[src/rtl/mux_tdm_pkg.sv]
// Shared types and sizing for the time-division 8:1 multiplexer.
package mux_tdm_pkg;

    typedef enum logic {
        IDLE = 1'b0,
        SEND = 1'b1
    } state_t;

    localparam int unsigned N_CH   = 8;
    localparam int unsigned SEL_W  = 3;
    localparam int unsigned HOLD_W = 8;

endpackage

[src/rtl/mux_8_1_gate.sv]
// Gate-level combinational 8:1 selector; companion of demux_8_1_gate.
module mux_8_1_gate
    import mux_tdm_pkg::*;
(
    input  logic [N_CH-1:0]  I,
    input  logic [SEL_W-1:0] S,
    output logic             Y
);

    logic [SEL_W-1:0] s_n;
    logic [N_CH-1:0]  term;

    not u_inv0 (s_n[0], S[0]);
    not u_inv1 (s_n[1], S[1]);
    not u_inv2 (s_n[2], S[2]);

    // Each minterm ANDs channel k with the true/complement select literals of k.
    for (genvar k = 0; k < N_CH; k++) begin : g_term
        logic [SEL_W-1:0] lit;
        for (genvar b = 0; b < SEL_W; b++) begin : g_lit
            if (((k >> b) & 1) == 1) begin : g_true
                assign lit[b] = S[b];
            end else begin : g_comp
                assign lit[b] = s_n[b];
            end
        end
        and u_and (term[k], I[k], lit[0], lit[1], lit[2]);
    end

    or u_or (Y, term[0], term[1], term[2], term[3],
                term[4], term[5], term[6], term[7]);

endmodule

[src/rtl/mux_8_1_tdm.sv]
// Time-division 8:1 multiplexer: snapshots I on start, then serialises it
// one channel per HOLD-cycle slot onto Y with the matching select on S.
module mux_8_1_tdm
    import mux_tdm_pkg::*;
#(
    parameter int unsigned HOLD = 1
) (
    input  logic             clk,
    input  logic             rst_n,
    input  logic             start,
    input  logic [N_CH-1:0]  I,
    output logic             Y,
    output logic [SEL_W-1:0] S,
    output logic             frame_sync,
    output logic             busy,
    output logic             done
);

    localparam logic [HOLD_W-1:0] HOLD_LAST = HOLD_W'(HOLD - 1);
    localparam logic [SEL_W-1:0]  SLOT_LAST = SEL_W'(N_CH - 1);

    state_t            state_q, state_d;
    logic [N_CH-1:0]   snap_q, snap_d;
    logic [SEL_W-1:0]  slot_q, slot_d;
    logic [HOLD_W-1:0] hold_q, hold_d;
    logic              done_d;
    logic              last_hold;
    logic              frame_end;
    logic              y_sel;

    assign last_hold = (hold_q == HOLD_LAST);
    assign frame_end = last_hold && (slot_q == SLOT_LAST);

    always_comb begin
        state_d = state_q;
        snap_d  = snap_q;
        slot_d  = slot_q;
        hold_d  = hold_q;
        done_d  = 1'b0;
        case (state_q)
            IDLE: begin
                if (start) begin
                    state_d = SEND;
                    snap_d  = I;
                    slot_d  = '0;
                    hold_d  = '0;
                end
            end
            SEND: begin
                if (frame_end) begin
                    done_d = 1'b1;
                    slot_d = '0;
                    hold_d = '0;
                    if (start) begin
                        snap_d = I;
                    end else begin
                        state_d = IDLE;
                    end
                end else if (last_hold) begin
                    hold_d = '0;
                    slot_d = slot_q + 1'b1;
                end else begin
                    hold_d = hold_q + 1'b1;
                end
            end
            default: state_d = IDLE;
        endcase
    end

    // Selector looks at next-cycle snapshot/slot so the registered Y lines up with S.
    mux_8_1_gate u_gate (
        .I (snap_d),
        .S (slot_d),
        .Y (y_sel)
    );

    always_ff @(posedge clk or negedge rst_n) begin
        if (!rst_n) begin
            state_q    <= IDLE;
            snap_q     <= '0;
            slot_q     <= '0;
            hold_q     <= '0;
            Y          <= 1'b0;
            S          <= '0;
            frame_sync <= 1'b0;
            busy       <= 1'b0;
            done       <= 1'b0;
        end else begin
            state_q    <= state_d;
            snap_q     <= snap_d;
            slot_q     <= slot_d;
            hold_q     <= hold_d;
            done       <= done_d;
            busy       <= (state_d == SEND);
            Y          <= (state_d == SEND) && y_sel;
            S          <= (state_d == SEND) ? slot_d : '0;
            frame_sync <= (state_d == SEND) && (slot_d == '0);
        end
    end

endmodule

[config.mk]
export PLATFORM = sky130hd
export DESIGN_NAME = mux_8_1_tdm
export DESIGN_NICKNAME = d
export VERILOG_FILES = /design/src/rtl/mux_tdm_pkg.sv /design/src/rtl/mux_8_1_gate.sv /design/src/rtl/mux_8_1_tdm.sv
export SDC_FILE = /design/constraint.sdc
export NUM_CORES = 1
export LEC_CHECK = 0
export CAP_MARGIN = 10
export CORE_MARGIN = 3
export CORE_UTILIZATION = 40
export CTS_BUF_LIST = sky130_fd_sc_hd__clkbuf_8
export DETAILED_ROUTE_END_ITERATION = 7
export GPL_ROUTABILITY_DRIVEN = 0
export GPL_TIMING_DRIVEN = 0
export PLACE_DENSITY_LB_ADDON = 0.2
export SLEW_MARGIN = 0
export SYNTH_ARGS = -nofsm -noshare
export SYNTH_HDL_FRONTEND = slang
export SYNTH_HIERARCHICAL = 1
export SYNTH_SLANG_ARGS = --single-unit
[constraint.sdc]
create_clock -name clk -period 4.7 [get_ports clk]
set_input_delay 0.94 -clock clk [delete_from_list [all_inputs] [get_ports clk]]
set_output_delay 0.94 -clock clk [all_outputs]
set_load 0.005 [all_outputs]
; Yosys cells after proc, flatten, opt, wreduce, memory -nomap -nowiden
; Index checks and enable logic that the tools add are counted.
[op_classes]
addsub = 2
mul = 0
div_mod_pow = 0
magnitude_cmp = 0
n_eq_ne = 2
n_shift = 0
mux = 17
n_bitwise = 4
reduce_logical = 14
[ops]
columns = op, n
row1 = $mux 8, 5
row2 = $pmux 8 s2, 2
row3 = $reduce_and 4->1, 8
row4 = $mux 3, 4
row5 = $add 8x1->8 const B, 1
row6 = $logic_not 8->1, 1
row7 = $reduce_or 8->1, 1
row8 = $pmux 3 s2, 1
row9 = $mux 1, 4
row10 = $not 1->1, 4
row11 = $add 3x1->3 const B, 1
row12 = $eq 3x3->1 const B, 1
row13 = $logic_and 1x1->1, 3
row14 = $logic_not 3->1, 1
row15 = $ne 2x2->1 const B, 1
row16 = $pmux 1 s2, 1
[word_totals]
reg_bits = 26
latchBits = 0
ram_bits = 0
rom_bits = 0
input_bits = 11
out_inout_bits = 7
elab_cells = 47
n_memories = 0

; Logic depth before layout (Yosys ltp)
; Gate-level depths: netlist (run 1).
[logic_depth]
ltp_word = 8
mapped_depth = 10
mapped_depth_nobuf = 9

; Hierarchy
; The synthesis (run 1) kept the hierarchy.
[by_module_without_submodules]
columns = mod, n_inst, cells_each, area_per_inst_um2, seq_area_each_um2
row1 = mux_8_1_tdm, 1, 110, 1249.9, 650.6
row2 = mux_8_1_gate, 1, 3, 63.8, 0.0

; Worst setup path before layout (run 1)
; Ideal clock, no wire load.
[synth_timing]
path_kind = reg2reg
from = reg hold_q[0]
to = reg Y
setup_ns = 0.119
arrival_time_ns = 2.486
required_ns = 4.581
setup_slack_ns = 2.095
path_stages_with_launch = 11
n_path_buf = 1
synth_period_minus_slack_ns = 2.605
cell_sequence = dfrtp_1 inv_1 ha_1 nor3b_2 a31oi_1 nand2b_4 buf_6 mux2_4 mux4_1 mux2_2 and2_1
[synth_via]
elab_cells_between_ends = 22
classes_between = 7 x mux / 3 x bitwise / 12 x reduce/logical
[synth_lines]
columns = item, line_no
row1 = start: declaration, mux_8_1_tdm.sv:25  ; logic [HOLD_W-1:0] hold_q, hold_d;
row2 = start signal: assignment, mux_8_1_tdm.sv:92  ; hold_q <= hold_d;
row3 = $logic_not 8->1, mux_8_1_tdm.sv:31  ; assign last_hold = (hold_q == HOLD_LAST);
row4 = $logic_and 1x1->1, mux_8_1_tdm.sv:32  ; assign frame_end = last_hold && (slot_q == SLOT_LAST);
row5 = $mux 8, mux_8_1_tdm.sv:50  ; if (frame_end) begin
row6 = $pmux 8 s2, mux_8_1_tdm.sv:40  ; case (state_q)
row7 = via snap_d[3], mux_8_1_tdm.sv:23  ; logic [N_CH-1:0] snap_q, snap_d;
row8 = $reduce_and 4->1, mux_8_1_gate.sv:27  ; and u_and (term[k], I[k], lit[0], lit[1], lit[2]);
row9 = $reduce_or 8->1, mux_8_1_gate.sv:30  ; or u_or (Y, term[0], term[1], term[2], term[3],
row10 = via y_sel, mux_8_1_tdm.sv:29  ; logic y_sel;
row11 = $logic_and 1x1->1, mux_8_1_tdm.sv:95  ; Y <= (state_d == SEND) && y_sel;
row12 = end signal: assignment, mux_8_1_tdm.sv:95
row13 = end: declaration, mux_8_1_tdm.sv:12  ; output logic Y,
; The timed path passes the listed nets, and every way through them passes these cells.
; A chain may end at the register's enable or synchronous reset.

; Worst setup path after layout (run 1)
[layout_timing]
from = in start
to = reg Y
[layout_via]
elab_chain_len = 6
elab_cells_between_ends = 21
classes_between = 8 x mux / 3 x bitwise / 10 x reduce/logical
[layout_lines]
columns = item, line_no
row1 = start: declaration, mux_8_1_tdm.sv:10  ; input logic start,
row2 = $mux 3 (*), mux_8_1_tdm.sv:42  ; if (start) begin
row3 = $pmux 3 s2 (*), mux_8_1_tdm.sv:40
row4 = via slot_d[0], mux_8_1_tdm.sv:24  ; logic [SEL_W-1:0] slot_q, slot_d;
row5 = $not 1->1, mux_8_1_gate.sv:13  ; not u_inv0 (s_n[0], S[0]);
row6 = $reduce_and 4->1, mux_8_1_gate.sv:27
row7 = $reduce_or 8->1 (*), mux_8_1_gate.sv:30
row8 = via y_sel, mux_8_1_tdm.sv:29
row9 = $logic_and 1x1->1 (*), mux_8_1_tdm.sv:95
; The timed path passes the listed nets; every way through them passes the cells marked *.

==> results of run 1 <==
sequential cells by signal, indices dropped and copies added (netlist names):
signal / count
Y: 1
done: 1
frame_sync: 1
hold_q: 8
state_q: 1
snap_q: 8
slot_q: 3
S: 3
cell usage after synthesis, drive strengths merged, types with 2 or more instances:
master / instances / area, um^2
nor2b: 3 / 18.8
mux2: 9 / 131
nor2: 3 / 11.3
dfrtp: 26 / 651
ha: 4 / 50.1
and2: 2 / 12.5
mux4: 2 / 52.6
o21ai: 9 / 45.0
and3: 2 / 12.5
nand2: 12 / 47.6
nand2b: 3 / 26.3
a211oi: 2 / 15.0
inv: 4 / 15.0
xor2: 2 / 17.5
a21oi: 6 / 30.0
nand3: 7 / 35.0
a31oi: 3 / 18.8
nor3b: 2 / 20.0
cell type report:
cell class | instances | area (um^2)
well taps | 44 | 55.1
clock buffers | 4 | 55.1
flip-flops and latches | 26 | 651
inverters | 4 | 15.0
fillers | 284 | 1480
repair buffers | 18 | 198
plain buffers | 2 | 15.0
multi-input cells | 81 | 633
per-layer routing:
layer	wire, um	track usage [%]	share of wire (%)	vias to the layer above
li1	-	-	-	453
met1	1080	15.9	48	438
met2	1040	20.8	47	17
met3	89	3.57	4.0	4
met4	28	5.12	1.3	0
met5	0	0	0	-
power by group:
group          internal [mW]  total (mW)  switching (mW)  leakage, nW
Combinational          0.154       0.270           0.116        0.403
Sequential             0.293       0.360          0.0664        0.321
Clock                 0.0749       0.143          0.0678       0.0288
critical path: stages:
cell and delay (ns):
clkdlybuf4s50_1 0.54, nor2_1 0.38, a21o_1 0.23, mux4_1 0.56, mux2_2 0.27, and2_1 0.13
how the worst max path moves through the flow:
stage               startpoint  end  slack [ns]  cells past startpoint
global route         hold_q[0]    Y        1.61                     10
global placement         start    Y        1.50                      6
detailed placement       start    Y        1.52                      6
CTS                      start    Y        1.81                      6
finish                   start    Y        1.82                      6
floorplan            hold_q[0]    Y        2.10                     10
through the flow:
step / setup slack (ns) / instance area, um^2 / hold slack [ns] / instances
3_3_place_gp: 1.50 / 1540 / 0.473 / 174
5_1_grt: 1.61 / 1620 / 0.507 / 179
6_report: 1.82 / 1620 / 0.498 / 179
2_1_floorplan: 2.10 / 1310 / 0.463 / 113
4_1_cts: 1.81 / 1590 / 0.502 / 178
3_5_place_dp: 1.52 / 1540 / 0.477 / 174
logic make-up (layout without fill, tap and decap cells):
logic type      Yosys count  count (layout)
mux                      12              12
xor+xnor                  2               2
simple gates             39              39
buf+inv                   6              28
flops                    26              26
compound gates           24              24
fa+ha+maj                 4               4
==> results.cfg, run 1 <==
[outcome]
status = complete, no violations

[grt]
overflow = 0
grt_max_degree = 27
grt_pass1_wl_mm = 4.04
grt_pass1_vias = 926
antenna_found_initial = 0
grt.total_usage_pct = 12.8

[drt]
drc = 0
firstDrtPassIters = 4
vias = 912
wl_per_cell_um = 12.5
drt-total-wl_mm = 2.24
ant_nets = 0
drt_iter0_drc = 13
vias_per_cell = 5.09

[clock_network]
cts_setup_buffers = 0
cts_buffers = 3
cts.sinks = 26
clk-insertion-delay-late_ns = 0.27
cts_resized = 0
tritoncts = yes
h-tree-depth = 1
clk_path_buf_depth = 2
postCtsHoldBufs = 0
root_buffer = clkbuf_8
clk_pin_slew_ns = 0.09

[floorplanning]
rows = 20
dieArea_um2 = 4010
die_h_um = 63.3
io_pins = 18
initial_core_util_pct = 42.3
core-area_um2 = 3100
die_x_um = 63.3

[timing]
fmax_ghz = 0.347
rsz0062_at_grt = false
finalHoldViolCount = 0
finalSetupTns_ns = 0
period_minus_slack_ns = 2.88
setup_violations = 0
slew_headroom_pct = 63.3
fin_crit_sh_pct = 61.3
fin_skew_ns = 0.00724
tightest_slew_ns = 0.548
drv_slew = 0

[power_and_ir_drop]
peakVddDrop_v = 0.000212
total_power_uw = 773
leakage_nw = 0.753
p_per_area_nw_per_um2 = 477

[logic_synthesis]
synth_area_per_cell_um2 = 11.6
synth-adder-area-share_pct = 3.81
yosysWarnings = 6
ys_seq_area_share_pct = 49.5
async_flop_share_pct = 100
yosys.cell_types.count = 34
synth_top_family_by_area = simple AND/OR/NAND/NOR gates
synth-simple-area-share_pct = 17.6
synth_xor_area_share_pct = 1.33
synth_edf_count = 0
synth_seq_cells = 26
synth-main-ff-cell = dfrtp_1
synth_compound_area_share_pct = 10.7
synth_area_um2 = 1310
yosys-mux-area-fraction_pct = 14.8
syn_nets = 128
syn_inst = 113

[place]
hpwl_mm = 1.62
io_buffers = 17

[critical_path]
worstReg2RegStart = hold_q[0]
path_max_fanout = 6
worstPathRequired_ns = 4.87
rr_worst_depth = 10
reg2reg_slack_ns = 1.85
crit_arrival_ns = 3.05
criticalPathCategory = primary input to flop
r2r-end = Y
critPathLaunchType = primary input
crit_path_end_kind = flop

[cells_and_area]
diodes = 0
area_delta_synth_final_pct = 23.4
drive_above_1_share_pct = 14.8
final_common_cell = dfrtp_1
final_cell_mix = dfrtp_1 (26), clkdlybuf4s50_1 (17), nand2_1 (11)
nets = 151
post-route-util_pct = 52.3

[min_path]
hold_depth = 1
min_path_type = flop to flop
hold_path_end = snap_q[6]
min_from = snap_q[6]

[job]
drv_cap = 0
(Power assumes the default switching activity.)
==> inputs of run 2 (changes only) <==
==> constraint.sdc (replaced) <==
create_clock -name clk -period 2.8 [get_ports clk]
set_input_delay 0.56 -clock clk [delete_from_list [all_inputs] [get_ports clk]]
set_output_delay 0.56 -clock clk [all_outputs]
set_load 0.005 [all_outputs]
==> results.cfg, run 2 (synthesis results as in run 1) <==
[place]
io_buffers = 17
hpwl_mm = 1.62
place_ws_ns = -0.0303

[floorplanning]
rows = 20
die_x_um = 63.3
initial_core_util_pct = 42.3
dieArea_um2 = 4010
io_pins = 18
die_h_um = 63.3
core-area_um2 = 3100

[critical_path]
crit_slowest_cell = mux4_1
reg2reg_slack_ns = 0.11
critPathLaunchType = flop
criticalPathCategory = flop to flop
crit_arrival_ns = 2.86
worstPathRequired_ns = 2.97
path_max_fanout = 8
crit_family = multiplexers
crit_chain = ha_1, ha_1, a31oi_2, nand2b_4, buf_6, mux2_4, mux4_1, mux2_2, and2_1
critical_path.most_common_cell = ha_1
crit_path_end_kind = flop
critPathBufInv = 1
slowest_delay_ns = 0.50

[timing]
fmax_ghz = 0.372
finalSetupTns_ns = 0
period_minus_slack_ns = 2.69
fin_crit_sh_pct = 96.0
setup_slack_ns = 0.112
drv_slew = 0
finalHoldViolCount = 0
tightest_slew_ns = 0.548
setup_violations = 0
whs_ns = 0.498
slew_headroom_pct = 63.3
fin_skew_ns = 0.00789

[grt]
grt_max_degree = 27
grt_pass1_wl_mm = 4.03
met2_usage_pct = 20.9
antenna_found_initial = 0
grt_pass1_vias = 922
gr-usage-met3_pct = 3.57
overflow = 0
groute.layer.met1.usage_pct = 15.8
grt.busiest_layer = met2
grt.total_usage_pct = 12.8

[clock_network]
clk_pin_slew_ns = 0.09
cts_buffers = 3
cts.sinks = 26
tritoncts = yes
clk_path_buf_depth = 2
postCtsHoldBufs = 0
h-tree-depth = 1
clk-insertion-delay-late_ns = 0.27
root_buffer = clkbuf_8

[cells_and_area]
reg_top3 = hold_q x8, snap_q x8
drive_above_1_share_pct = 19.6
diodes = 0
final_common_cell = dfrtp_1
final_cell_mix = dfrtp_1 (25), clkdlybuf4s50_1 (17), nand2_1 (11)
area_delta_synth_final_pct = 26.8
nets = 154

[drt]
drt_iter0_drc = 15
firstDrtPassIters = 4
vias_per_cell = 5.04
ant_nets = 0
drt-total-wl_mm = 2.30
drc = 0
wl_per_cell_um = 12.6
vias = 918

[power_and_ir_drop]
peakVddDrop_v = 0.000391
p_per_area_nw_per_um2 = 817
leakage_nw = 0.771
total_power_mw = 1.36

[min_path]
min_path_type = flop to flop

[job]
drv_cap = 0

[outcome]
status = complete, no violations
## run 2: cell count changes in the layout (fill, tap and decap cells not counted), sizes merged
cell	delta
clkbuf	-1
buf	+4
## run 2: cell type report
| type | instances | area (um^2) |
|---|---|---|
| inverter | 4 | 15.0 |
| buffer | 1 | 11.3 |
| multi-input combinational | 81 | 649 |
| fill | 280 | 1440 |
| tap | 44 | 55.1 |
| clock buffer | 4 | 55.1 |
| timing repair buffer | 22 | 228 |
| sequential | 26 | 652 |
## run 2: repair_timing
| action | CTS | global route |
|---|---|---|
| gates cloned | 0 | 0 |
| setup endpoints to repair | 1 | 1 |
| pin swaps | 0 | 1 |
| gates resized for setup | 1 | 3 |
| buffers inserted | 0 | 4 |
## run 2: through the flow
stage / util, % / std cells / instance area (um^2)
floorplan: - / 113 / 1310
global placement: 49.6 / 174 / 1540
detailed placement: 49.6 / 174 / 1540
CTS: 51.5 / 177 / 1600
global route: 53.7 / 182 / 1670
finish: 53.7 / 182 / 1670
## run 2: path summary, 6_finish.rpt
| kind | startpoint | endpoint | depth (start not counted) |
|---|---|---|---|
| worst max-delay path | slot_q[1] | Y | 9 |
| worst min-delay path | snap_q[6] | snap_q[6] | 1 |
| worst max register to register | slot_q[1] | Y | 9 |
| worst min register to register | snap_q[6] | snap_q[6] | 1 |
| max in group asynchronous | rst_n | hold_q[5] | 2 |
| min in group asynchronous | rst_n | frame_sync | 1 |
## run 2: power breakdown
group / switching [mW] / internal (mW)
logic: 0.211 / 0.297
registers: 0.118 / 0.494
clock network: 0.115 / 0.126
total: 0.444 / 0.916
## run 2: routing by layer
| metal | wire length [um] | share of wire (%) |
|---|---|---|
| met5 | 0 | 0 |
| met4 | 28 | 1.2 |
| met3 | 87 | 3.8 |
| met2 | 1060 | 46 |
| met1 | 1130 | 49 |
